[src/rtl/shifter_pkg.sv]
// Shared constants and mode encodings for the 32-bit barrel shifter.
package shifter_pkg;

  localparam int DATA_W  = 32;
  localparam int SHAMT_W = $clog2(DATA_W);

  typedef enum logic {
    SHIFT_LEFT  = 1'b0,
    SHIFT_RIGHT = 1'b1
  } shift_dir_e;

  typedef enum logic {
    SHIFT_LOGICAL = 1'b0,
    SHIFT_ARITH   = 1'b1
  } shift_type_e;

endpackage

[src/rtl/shifter_stage.sv]
// One stage of the log-shifter core: optionally shifts left by DIST, filling with fill_i.
module shifter_stage #(
  parameter int DATA_W = 32,
  parameter int DIST   = 1
) (
  input  logic              en_i,
  input  logic              fill_i,
  input  logic [DATA_W-1:0] in_i,
  output logic [DATA_W-1:0] out_o
);

  assign out_o = en_i ? {in_i[DATA_W-DIST-1:0], {DIST{fill_i}}} : in_i;

endmodule

[src/rtl/shifter_32.sv]
// 32-bit barrel shifter (left logical, right logical, right arithmetic) with a registered output.
module shifter_32
  import shifter_pkg::*;
#(
  parameter int DATA_W  = shifter_pkg::DATA_W,
  parameter int SHAMT_W = $clog2(DATA_W)
) (
  input  logic               clk,
  input  logic               rst,
  input  logic [DATA_W-1:0]  data_in,
  input  logic [SHAMT_W-1:0] shift_amount,
  input  logic               shift_direction,
  input  logic               shift_type,
  output logic [DATA_W-1:0]  data_out
);

  function automatic logic [DATA_W-1:0] bit_rev(input logic [DATA_W-1:0] v);
    logic [DATA_W-1:0] r;
    for (int i = 0; i < DATA_W; i++) r[i] = v[DATA_W-1-i];
    return r;
  endfunction

  shift_dir_e        dir;
  shift_type_e       typ;
  logic              is_right;
  logic              fill;
  logic [DATA_W-1:0] core_in;
  logic [DATA_W-1:0] data_d;
  logic [DATA_W-1:0] data_out_q;
  logic [DATA_W-1:0] stage_w [SHAMT_W+1];

  assign dir      = shift_dir_e'(shift_direction);
  assign typ      = shift_type_e'(shift_type);
  assign is_right = (dir == SHIFT_RIGHT);
  assign fill     = (typ == SHIFT_ARITH) & is_right & data_in[DATA_W-1];

  // Right shifts reuse the left-shift core by reversing the operand around it.
  assign core_in    = is_right ? bit_rev(data_in) : data_in;
  assign stage_w[0] = core_in;

  for (genvar k = 0; k < SHAMT_W; k++) begin : g_stage
    shifter_stage #(
      .DATA_W(DATA_W),
      .DIST  (1 << k)
    ) u_stage (
      .en_i  (shift_amount[k]),
      .fill_i(fill),
      .in_i  (stage_w[k]),
      .out_o (stage_w[k+1])
    );
  end

  assign data_d = is_right ? bit_rev(stage_w[SHAMT_W]) : stage_w[SHAMT_W];

  // Output register stage
  always_ff @(posedge clk) begin
    if (rst) data_out_q <= '0;
    else     data_out_q <= data_d;
  end

  assign data_out = data_out_q;

endmodule

[config.mk]
export PLATFORM = sky130hd
export DESIGN_NAME = shifter_32
export DESIGN_NICKNAME = d
export VERILOG_FILES = /design/src/rtl/shifter_pkg.sv /design/src/rtl/shifter_stage.sv /design/src/rtl/shifter_32.sv
export SDC_FILE = /design/constraint.sdc
export NUM_CORES = 1
export LEC_CHECK = 0
export ABC_AREA = 1
export BUFFER_PORTS_ARGS = -buffer_cell sky130_fd_sc_hd__buf_4
export CAP_MARGIN = 30
export CORE_MARGIN = 4
export CORE_UTILIZATION = 45
export DETAILED_ROUTE_END_ITERATION = 8
export PLACE_DENSITY = 0.71
export SKIP_LAST_GASP = 1
export SLEW_MARGIN = 20
export SYNTH_ARGS = -nofsm -noshare
export SYNTH_HDL_FRONTEND = slang
export SYNTH_SLANG_ARGS = --single-unit
[constraint.sdc]
create_clock -name clk -period 1.35 [get_ports clk]
set_clock_uncertainty 0.2 [all_clocks]
set_input_delay 0.135 -clock clk [delete_from_list [all_inputs] [get_ports clk]]
set_output_delay 0.135 -clock clk [all_outputs]
set_load 0.02 [all_outputs]
==> results.md <==
- CORE AREA: 6944 um2
- Relative slew margins: 0.8230
- Status: finished, violations left
- Final hold vios: 0
- Antenna violations before repair: 0
- Power per Cell Area: 702.6 nW/um2
- Top cells by area, synth: nand3_1 42%, nand2_1 22%, dfxtp_1 19%
- Vias: 5,065
- Internal power: 2221 uW
- Post-Synth Simple-Gate Area: 0.7001
- Area of the multi-input gates: 3374 um2
- Max-cap violations: 0
- Synth Warn #: 0
- CP Launch Type: primary input
- Synth area leader: nand3_1
- Clock share of power: 0.198
- First-pass GRT wire length: 20,500 um
- Synth unique cells: 13
- Post-layout minimum cycle time: 1474 ps
- Net Sw Frac: 0.4256
- #FFs+latches synth: 32
- Global placement routability congestion: 0.9066
- Synth Area in XOR/XNOR: 0
- Post-Syn Area per Cell: 5.270 um2
- Register area: 640.6 um2
- Layout fillers: 517
- Post-synthesis adder-cell area fraction: 0
- Total track usage: 0.2857
- Max reg flops: 32
- Worst hold start: shift_amount[4]
- Final net count: 744
- Final Core Density: 0.7924
- Max IR drop VDD: 562.6 uV
- Largest net degree at the start of global routing: 35
- CP Max Fanout: 9
- Port bufs: 72
- Max Freq: 0.6783 GHz
- Hold depth: 5
- NetSw: 1645 uW
- P_leak: 0.002686 uW
- Synth Net Count: 668
- I/O pins: 73
- Critical path capture point type: flip-flop
- Wire length per cell: 18.85 um
- H-tree levels: 2
- Worst Hold Class: in -> reg
- Seq/Total Area, Yosys: 0.1939
- RSZ-0062 raised after global routing: true
- DRT iter0 DRCs: 682
- Rows: 30
- Number of routed nets with antenna violations: 0
- # setup viols final: 19
- Die Y: 93.69 um
- GR Overflow Total: 0
- Vias per inst: 6.331
- Initial Util: 0.4759
- Worst Tran Pin Value: 265.5 ps
- Ant diodes: 0
- Post-Place Setup Slack: -542.9 ps
- Synth-to-Final Area Change: 66.53%
- Share of cells above drive strength 1: 0.4659
- Mux contribution to synthesized area: 0
- Worst setup margin: -124.3 ps
- CP Data Required Time: 1330 ps
- Failing checks: setup timing
- Compound-Gate Fraction of Synth Area: 0.02120
- Post-DP HPWL: 9089 um
- Tcrit/Tclk final: 1.092
- Clock sink total: 32
- Mapped Area: 3304 um2
- Combinational share of power: 0.531
- Die X: 93.69 um
- DRT Pass-1 Iters: 6
- CTS tree: built
- Dpl cells: 777
- Total wire length: 15,080 um
- Post-DP Area: 4350 um2
- CTS root buffer: clkbuf_8
- Vias in the first global route: 4,372
- CP Class: in -> reg
- Die ar.: 8778 um2
- Post-route DRC: 0
- Final instance area: 5503 um2
- Post-synthesis cell count: 627
- Synth top area share: 0.4211
- Finished Layout Cells: 800
- CTS clk-pin slew, worst paths: 70 ps
- Crit path arrival time: 1460 ps
- Main combinational cell family by area after synthesis: simple AND/OR/NAND/NOR gates
- Slew Limit Fails: 0
- Min-Delay Endpoint: data_out[19]
- Max Buffers Root-to-Sink: 2
- Seq pwr share: 0.272
- Cts bufs inserted: 5
-- synth_stat cells, drive strengths merged --
master,number
nand3,278
nand2,195
nor2,50
buf,43
dfxtp,32
a21oi,14
inv,8
clkbuf,7
-- logic make-up after synthesis --
kind of cell | count (synthesis)
AOI/OAI and AO/OA | 14
buffers and inverters | 58
DFF | 32
and+or+nand+nor | 523
-- layout make-up --
type	count	share of cell area
repair inverters	3	0.005684
clock inverters	2	0.001819
multi-input cells	537	0.6132
inverters	8	0.01296
well taps	96	0.02183
flip-flops and latches	32	0.1164
clock buffers	6	0.01501
repair buffers	116	0.2131
-- worst max-delay path, stage by stage --
cell,delay (ps)
buf_16,140
buf_16,160
nand2_2,70
nand3_2,90
nand3_1,170
nand3_1,140
nand2_1,110
nand2_1,60
nand3_1,120
nand2_2,90
nor2_1,100
nor2_1,50
-- metrics by stage --
stage	hold slack [ps]	setup TNS [ps]	power, uW
floorplan	124.4	-1118	2127
global placement	331.1	-14270	2639
detailed placement	338.0	-14880	2651
CTS	42.89	-125.5	3515
global route	71.12	-2534	4070
finish	50.54	-823.3	3866
-- how the worst max path moves through the flow --
stage                               start      endpoint  slack [ps]  depth (start not counted)
final                     shift_direction  data_out[31]        -120                         12
after global routing      shift_direction  data_out[31]        -190                         12
after CTS                 shift_amount[0]   data_out[6]         -20                         12
after detailed placement  shift_direction  data_out[18]        -540                         14
after global placement    shift_direction  data_out[13]        -510                         14
after floorplan           shift_amount[0]   data_out[3]         -40                         14
-- cell usage in the layout (no fill, tap or decap) --
cell type / n
nand2_2: 56
clkbuf_8: 6
a21oi_1: 8
nor2_1: 46
nand3_1: 158
nand2_4: 10
a21oi_2: 6
dfxtp_1: 32
buf_16: 3
inv_1: 5
nor2_2: 4
clkbuf_16: 5
inv_8: 2
clkinv_8: 1
buf_6: 1
nand3_4: 15
buf_4: 95
nand2_8: 2
nand3_2: 105
inv_6: 1
buf_12: 12
clkinv_16: 1
clkinv_2: 2
nand2_1: 127
inv_4: 1
-- power groups by stage --
stage / Clock, uW / Combinational (uW) / Sequential (uW)
after floorplan: 0 / 959 / 1170
after CTS: 773 / 1690 / 1050
after global routing: 827 / 2190 / 1060
after global placement: 0 / 1570 / 1070
after detailed placement: 0 / 1580 / 1070
final: 764 / 2050 / 1050
-- timing repair --
action	4_1_cts	5_1_grt
buffers inserted	2	3
endpoints found under the setup margin	32	32
pin swaps	10	29
gates cloned	2	8
hold buffers	0	0
resized for setup	59	136
hold endpoints to repair	0	0
-- routing by layer --
metal | vias up | share of wire | GRT usage
li1 | 2287 | - | -
met1 | 2276 | 0.37 | 0.3790
met2 | 382 | 0.46 | 0.4690
met3 | 120 | 0.11 | 0.05128
met4 | 0 | 0.059 | 0.08905
met5 | - | 0 | 0
(Power assumes the default switching activity.)
